--- config.mk ---
export PLATFORM = sky130hd
export DESIGN_NAME = apuf_eval_ctrl_flat
export DESIGN_NICKNAME = d
export VERILOG_FILES = /design/src/rtl/apuf_eval_ctrl_if.sv /design/src/rtl/apuf_eval_ctrl.sv /design/src/flat_wrapper.sv
export SDC_FILE = /design/constraint.sdc
export NUM_CORES = 1
export LEC_CHECK = 0
export ABC_AREA = 1
export CORE_MARGIN = 3
export CORE_UTILIZATION = 45
export CTS_BUF_LIST = sky130_fd_sc_hd__clkbuf_8
export DETAILED_ROUTE_END_ITERATION = 16
export DONT_BUFFER_PORTS = 1
export GPL_TIMING_DRIVEN = 0
export PLACE_DENSITY = 0.64
export SLEW_MARGIN = 30
export SYNTH_ARGS = -nofsm -noshare
export SYNTH_HDL_FRONTEND = slang
export SYNTH_SLANG_ARGS = --single-unit
export TNS_END_PERCENT = 30
--- constraint.sdc ---
create_clock -name Clk -period 3.7 [get_ports Clk]
set_clock_uncertainty 0.1 [all_clocks]
set_input_delay 0.74 -clock Clk [delete_from_list [all_inputs] [get_ports Clk]]
set_output_delay 0.74 -clock Clk [all_outputs]
set_load 0.01 [all_outputs]
--- src/rtl/apuf_eval_ctrl_if.sv ---
// Request/response bundle between the host command logic and the arbiter PUF
// evaluation controller. The host side uses the master modport, the controller
// uses the slave modport.
interface apuf_eval_ctrl_if #(
    parameter int CHAL_W = 8,
    parameter int VOTES  = 5
);
    logic                         Req_valid;
    logic                         Req_ready;
    logic [CHAL_W-1:0]            Req_chal;
    logic                         Resp_valid;
    logic                         Resp_ready;
    logic                         Resp;
    logic [$clog2(VOTES+1)-1:0]   Resp_conf;
    logic                         Resp_timeout;

    modport master (
        output Req_valid, Req_chal, Resp_ready,
        input  Req_ready, Resp_valid, Resp, Resp_conf, Resp_timeout
    );

    modport slave (
        input  Req_valid, Req_chal, Resp_ready,
        output Req_ready, Resp_valid, Resp, Resp_conf, Resp_timeout
    );
endinterface

--- src/rtl/apuf_eval_ctrl.sv ---
// Evaluation controller for an arbiter PUF. Takes a challenge, runs the delay
// chain VOTES times (clear arbiter, launch pulse, wait for done, record bit)
// and returns the majority bit, the number of ones and a timeout flag.
module apuf_eval_ctrl #(
    parameter int CHAL_W      = 8,
    parameter int VOTES       = 5,
    parameter int SETTLE_CYC  = 4,
    parameter int TIMEOUT_CYC = 255
) (
    input  logic              Clk,
    input  logic              Reset,
    apuf_eval_ctrl_if.slave   bus,
    output logic [CHAL_W-1:0] Challenge,
    output logic              Pulse,
    output logic              ArbReset,
    input  logic              ArbResult,
    input  logic              ArbDone
);
    localparam int CONF_W = $clog2(VOTES + 1);
    localparam int SET_W  = $clog2(SETTLE_CYC + 1);
    localparam int WAIT_W = $clog2(TIMEOUT_CYC + 1);

    typedef enum logic [2:0] {
        IDLE,
        CLEAR,
        FIRE,
        RECORD,
        RESP
    } state_t;

    state_t              state;
    logic                res_m, res_s, done_m, done_s;
    logic [CHAL_W-1:0]   challenge_q;
    logic                pulse_q;
    logic                arb_reset_q;
    logic                req_ready_q;
    logic                resp_valid_q;
    logic                resp_q;
    logic [CONF_W-1:0]   resp_conf_q;
    logic                resp_timeout_q;
    logic [CONF_W-1:0]   ones_cnt;
    logic [CONF_W-1:0]   evals_cnt;
    logic [CONF_W-1:0]   ones_next;
    logic [SET_W-1:0]    settle_cnt;
    logic [WAIT_W-1:0]   wait_cnt;
    logic                res_cap;

    assign ones_next = ones_cnt + CONF_W'(res_cap);

    assign bus.Req_ready    = req_ready_q & ~Reset;
    assign bus.Resp_valid   = resp_valid_q;
    assign bus.Resp         = resp_q;
    assign bus.Resp_conf    = resp_conf_q;
    assign bus.Resp_timeout = resp_timeout_q;
    assign Challenge        = challenge_q;
    assign Pulse            = pulse_q;
    assign ArbReset         = arb_reset_q | Reset;

    // Bring the asynchronous arbiter result and done into the clock domain.
    always_ff @(posedge Clk) begin
        if (Reset) begin
            res_m  <= 1'b0;
            res_s  <= 1'b0;
            done_m <= 1'b0;
            done_s <= 1'b0;
        end else begin
            res_m  <= ArbResult;
            res_s  <= res_m;
            done_m <= ArbDone;
            done_s <= done_m;
        end
    end

    // Evaluation sequencer: clear, fire, record per vote, then hold the response.
    always_ff @(posedge Clk) begin
        if (Reset) begin
            state          <= IDLE;
            challenge_q    <= '0;
            pulse_q        <= 1'b0;
            arb_reset_q    <= 1'b0;
            req_ready_q    <= 1'b1;
            resp_valid_q   <= 1'b0;
            resp_q         <= 1'b0;
            resp_conf_q    <= '0;
            resp_timeout_q <= 1'b0;
            ones_cnt       <= '0;
            evals_cnt      <= '0;
            settle_cnt     <= '0;
            wait_cnt       <= '0;
            res_cap        <= 1'b0;
        end else begin
            case (state)
                IDLE: begin
                    if (bus.Req_valid && req_ready_q) begin
                        challenge_q    <= bus.Req_chal;
                        ones_cnt       <= '0;
                        evals_cnt      <= '0;
                        settle_cnt     <= '0;
                        arb_reset_q    <= 1'b1;
                        req_ready_q    <= 1'b0;
                        resp_q         <= 1'b0;
                        resp_conf_q    <= '0;
                        resp_timeout_q <= 1'b0;
                        state          <= CLEAR;
                    end
                end
                CLEAR: begin
                    if (settle_cnt == SET_W'(SETTLE_CYC - 1)) begin
                        arb_reset_q <= 1'b0;
                        pulse_q     <= 1'b1;
                        wait_cnt    <= '0;
                        state       <= FIRE;
                    end else begin
                        settle_cnt <= settle_cnt + SET_W'(1);
                    end
                end
                FIRE: begin
                    if (done_s) begin
                        res_cap <= res_s;
                        pulse_q <= 1'b0;
                        state   <= RECORD;
                    end else if (wait_cnt == WAIT_W'(TIMEOUT_CYC - 1)) begin
                        pulse_q        <= 1'b0;
                        resp_valid_q   <= 1'b1;
                        resp_q         <= 1'b0;
                        resp_conf_q    <= ones_cnt;
                        resp_timeout_q <= 1'b1;
                        state          <= RESP;
                    end else begin
                        wait_cnt <= wait_cnt + WAIT_W'(1);
                    end
                end
                RECORD: begin
                    ones_cnt  <= ones_next;
                    evals_cnt <= evals_cnt + CONF_W'(1);
                    if (evals_cnt != CONF_W'(VOTES - 1)) begin
                        settle_cnt  <= '0;
                        arb_reset_q <= 1'b1;
                        state       <= CLEAR;
                    end else begin
                        resp_valid_q <= 1'b1;
                        resp_q       <= (ones_next > CONF_W'(VOTES / 2));
                        resp_conf_q  <= ones_next;
                        state        <= RESP;
                    end
                end
                RESP: begin
                    if (bus.Resp_ready) begin
                        resp_valid_q <= 1'b0;
                        req_ready_q  <= 1'b1;
                        state        <= IDLE;
                    end
                end
                default: begin
                    state <= IDLE;
                end
            endcase
        end
    end
endmodule

--- src/flat_wrapper.sv ---
// flat-port wrapper written by rule: the top's interface ports become plain ports
module apuf_eval_ctrl_flat 
#(
    parameter int CHAL_W      = 8,
    parameter int VOTES       = 5,
    parameter int SETTLE_CYC  = 4,
    parameter int TIMEOUT_CYC = 255
)
  (Clk, Reset, Challenge, Pulse, ArbReset, ArbResult, ArbDone, bus_Req_valid, bus_Req_chal, bus_Resp_ready, bus_Req_ready, bus_Resp_valid, bus_Resp, bus_Resp_conf, bus_Resp_timeout);
  apuf_eval_ctrl_if #(.CHAL_W(CHAL_W), .VOTES(VOTES)) bus_i ();
  input  logic Clk;
  input  logic Reset;
  output logic [CHAL_W-1:0] Challenge;
  output logic Pulse;
  output logic ArbReset;
  input  logic ArbResult;
  input  logic ArbDone;
  input wire logic [$bits(bus_i.Req_valid)-1:0] bus_Req_valid;
  input wire logic [$bits(bus_i.Req_chal)-1:0] bus_Req_chal;
  input wire logic [$bits(bus_i.Resp_ready)-1:0] bus_Resp_ready;
  output wire logic [$bits(bus_i.Req_ready)-1:0] bus_Req_ready;
  output wire logic [$bits(bus_i.Resp_valid)-1:0] bus_Resp_valid;
  output wire logic [$bits(bus_i.Resp)-1:0] bus_Resp;
  output wire logic [$bits(bus_i.Resp_conf)-1:0] bus_Resp_conf;
  output wire logic [$bits(bus_i.Resp_timeout)-1:0] bus_Resp_timeout;
  assign bus_i.Req_valid = bus_Req_valid;
  assign bus_i.Req_chal = bus_Req_chal;
  assign bus_i.Resp_ready = bus_Resp_ready;
  assign bus_Req_ready = bus_i.Req_ready;
  assign bus_Resp_valid = bus_i.Resp_valid;
  assign bus_Resp = bus_i.Resp;
  assign bus_Resp_conf = bus_i.Resp_conf;
  assign bus_Resp_timeout = bus_i.Resp_timeout;
  apuf_eval_ctrl #(.CHAL_W(CHAL_W), .VOTES(VOTES), .SETTLE_CYC(SETTLE_CYC), .TIMEOUT_CYC(TIMEOUT_CYC)) u_core (.Clk(Clk), .Reset(Reset), .bus(bus_i), .Challenge(Challenge), .Pulse(Pulse), .ArbReset(ArbReset), .ArbResult(ArbResult), .ArbDone(ArbDone));
endmodule
==> impl_metrics.json <==
{
  "status": "finished clean",
  "place_congestion": 0.852,
  "grt_pass1_vias": 1545,
  "route.detailed.drc": 0,
  "yosys-top-cells-count": "nand2_1 (71), dfxtp_1 (42), inv_1 (39)",
  "numCtsBuffers": 5,
  "leakage_nw": 0.974,
  "dr.pass1.iters": 4,
  "htree_num_levels": 2,
  "cts_root_buffer": "clkbuf_8",
  "core_um2": 4200,
  "netlist-cell-type-count": 30,
  "powerDensity_nw_per_um2": 637,
  "viasPerCell": 4.83,
  "max-vdd-ir-drop_mv": 0.340,
  "initial_core_util_pct": 49.0,
  "synth.most_common_cell": "nand2_1",
  "dpl_worst_slack_ns": 1.27,
  "finalHoldViolations": 0,
  "yosysWarnings": 0,
  "cts_setup_buffers": 0,
  "die_y_um": 73.7,
  "yosysTopAreaCellShare_pct": 40.8,
  "drv_cap": 0,
  "crit_type": "input pin to output port",
  "synth_compound_area_share_pct": 12.2,
  "die_width_um": 73.7,
  "area_delta_synth_final_pct": 7.41,
  "yosysTopAreaCell": "dfxtp_1",
  "ys_seq_elements": 42,
  "track_usage_pct": 16.8,
  "use_met1_pct": 21.3,
  "synth_fa_ha_area_share_pct": 4.86,
  "tns_ns": 0,
  "grt_antenna_before_repair": 0,
  "worst_pin_slew_ns": 0.567,
  "drt_iter0_drc": 100,
  "drtAntennaViolNets": 0,
  "power_mw": 1.41,
  "nets": 322,
  "muxShareOfSynthArea_pct": 0,
  "num_rows": 23,
  "cp_data_arrival_time_ns": 1.55,
  "maxClockFrequency_ghz": 0.419,
  "start_kind": "input pin",
  "synthCells": 293,
  "path_clk_slew_ns": 0.08,
  "clockBufferDepth": 2,
  "routedWlPerCell_um": 11.7,
  "clock-sinks": 42,
  "syn_area_um2": 2060,
  "setup_viol": 0,
  "syn-num-nets": 315,
  "grtUsageMet2_pct": 25.9,
  "die-area_um2": 5420,
  "relSlewSlack_pct": 62.2,
  "synth_edf_count": 0,
  "rsz0062_at_grt": "no",
  "synthSimpleGateAreaFrac_pct": 31.2,
  "synth_xor_xnor_area_share_pct": 0.851,
  "cts-hold-fix-buffers": 0,
  "period_minus_slack_ns": 2.39,
  "grt_use_met3_pct": 5.75,
  "cp_max_fo": 10,
  "grt_pass1_wl_um": 6910,
  "post_cts_resized": 0,
  "port-buffer-count": 0,
  "wirelength_um": 4120,
  "synthFlopType": "dfxtp_1",
  "synth_top_family_by_area": "simple AND/OR/NAND/NOR gates",
  "cp_data_required_time_ns": 2.86,
  "io_pins": 31,
  "vias": 1694,
  "period_share_pct": 64.5,
  "fin_ws_ns": 1.31,
  "final_max_slew_viol_count": 0,
  "synthTopCellsByArea": "dfxtp_1 (41%), nand2_1 (13%), a21oi_1 (7.3%), inv_1 (7.1%), nor2_1 (6.7%)",
  "cts_tree": "built",
  "min_path_type": "flip-flop to flip-flop",
  "grt_max_degree": 15,
  "synth-seq-area-share_pct": 40.8,
  "grt-ovfl-total": 0,
  "clock_latency_ns": 0.30,
  "grt_busiest_layer": "met2",
  "cp-end-kind": "output port",
  "syn_avg_cell_area_um2": 7.03,
  "async_flop_share_pct": 0,
  "dp_hpwl_um": 3120,
  "drive_gt1_share_pct": 9.30,
  "num_antenna_cells": 0
}
==> final cells by class <==
cell class | instances | area [µm²]
Sequential cell | 42 | 841
Buffer | 7 | 46.3
Tap cell | 50 | 62.6
Clock buffer | 5 | 68.8
Clock inverter | 3 | 21.3
Inverter | 43 | 161
Fill cell | 425 | 1990
Multi-Input combinational cell | 201 | 1010
==> per-layer routing <==
layer,wire (µm),vias up
met3,229,8
met4,85,0
met1,1980,718
met5,0,-
li1,-,933
met2,1820,35
==> power breakdown <==
group | switching (mW) | internal (mW) | total, mW
sequential | 0.0728 | 0.529 | 0.601
combinational | 0.331 | 0.178 | 0.509
clock | 0.167 | 0.133 | 0.299
==> cell families after synthesis <==
kind of cell / count (synthesis)
AOI/OAI and AO/OA: 48
xor gates and xnor gates: 2
adders and majority gates: 8
buffers and inverters: 50
DFF: 42
and+or+nand+nor: 143
==> path summary, 6_finish.rpt <==
| kind | from | to | slack [ns] | depth (start not counted) |
|---|---|---|---|---|
| setup / recovery | Reset | bus_Req_ready | 1.31 | 3 |
| hold / removal | u_core.res_m | u_core.res_s | 0.31 | 2 |
| setup reg to reg | u_core.wait_cnt[0] | u_core.wait_cnt[2] | 2.07 | 10 |
| hold reg to reg | u_core.res_m | u_core.res_s | 0.31 | 2 |
==> cells in the final DEF (no fill, tap or decap), types with 2 or more instances in the layout <==
master | Yosys | layout
nand2_2 | 2 | 2
nor2_2 | 2 | 2
o21ai_0 | 12 | 12
nor2_1 | 37 | 37
inv_2 | 4 | 4
a21oi_1 | 30 | 30
inv_1 | 39 | 39
a31oi_1 | 2 | 2
nand3_1 | 16 | 16
ha_1 | 8 | 8
nor3_1 | 2 | 2
clkbuf_8 | 0 | 5
buf_6 | 2 | 2
dfxtp_1 | 42 | 42
clkbuf_1 | 3 | 3
nor2_4 | 3 | 3
nand2_1 | 71 | 71
xor2_1 | 2 | 2
nand2_4 | 2 | 2
nand4_1 | 2 | 2
o21bai_1 | 2 | 2
==> through the flow <==
stage | util (%) | hold slack (ns) | area [µm²] | cells
floorplan | - | 0.288 | 2060 | 293
global placement | 50.5 | 0.290 | 2120 | 343
detailed placement | 50.5 | 0.295 | 2120 | 343
CTS | 52.7 | 0.308 | 2210 | 351
global route | 52.7 | 0.326 | 2210 | 351
finish | 52.7 | 0.305 | 2210 | 351
==> flip-flops by register name (all words and copies together) (netlist names) <==
signal / flops
u_core.res_s: 1
u_core.done_s: 1
u_core.evals_cnt: 3
u_core.state: 3
u_core.req_ready_q: 1
u_core.res_cap: 1
u_core.Pulse: 1
u_core.Challenge: 8
u_core.done_m: 1
u_core.wait_cnt: 8
u_core.bus.Resp_timeout: 1
u_core.settle_cnt: 3
u_core.res_m: 1
u_core.bus.Resp: 1
u_core.ones_cnt: 3
u_core.bus.Resp_conf: 3
u_core.arb_reset_q: 1
u_core.bus.Resp_valid: 1
==> critical path: stages <==
cell      delay [ns]
clkbuf_1        0.26
clkbuf_1        0.39
nor2_1          0.16
Note: power is estimated with default switching activity, not from simulation.
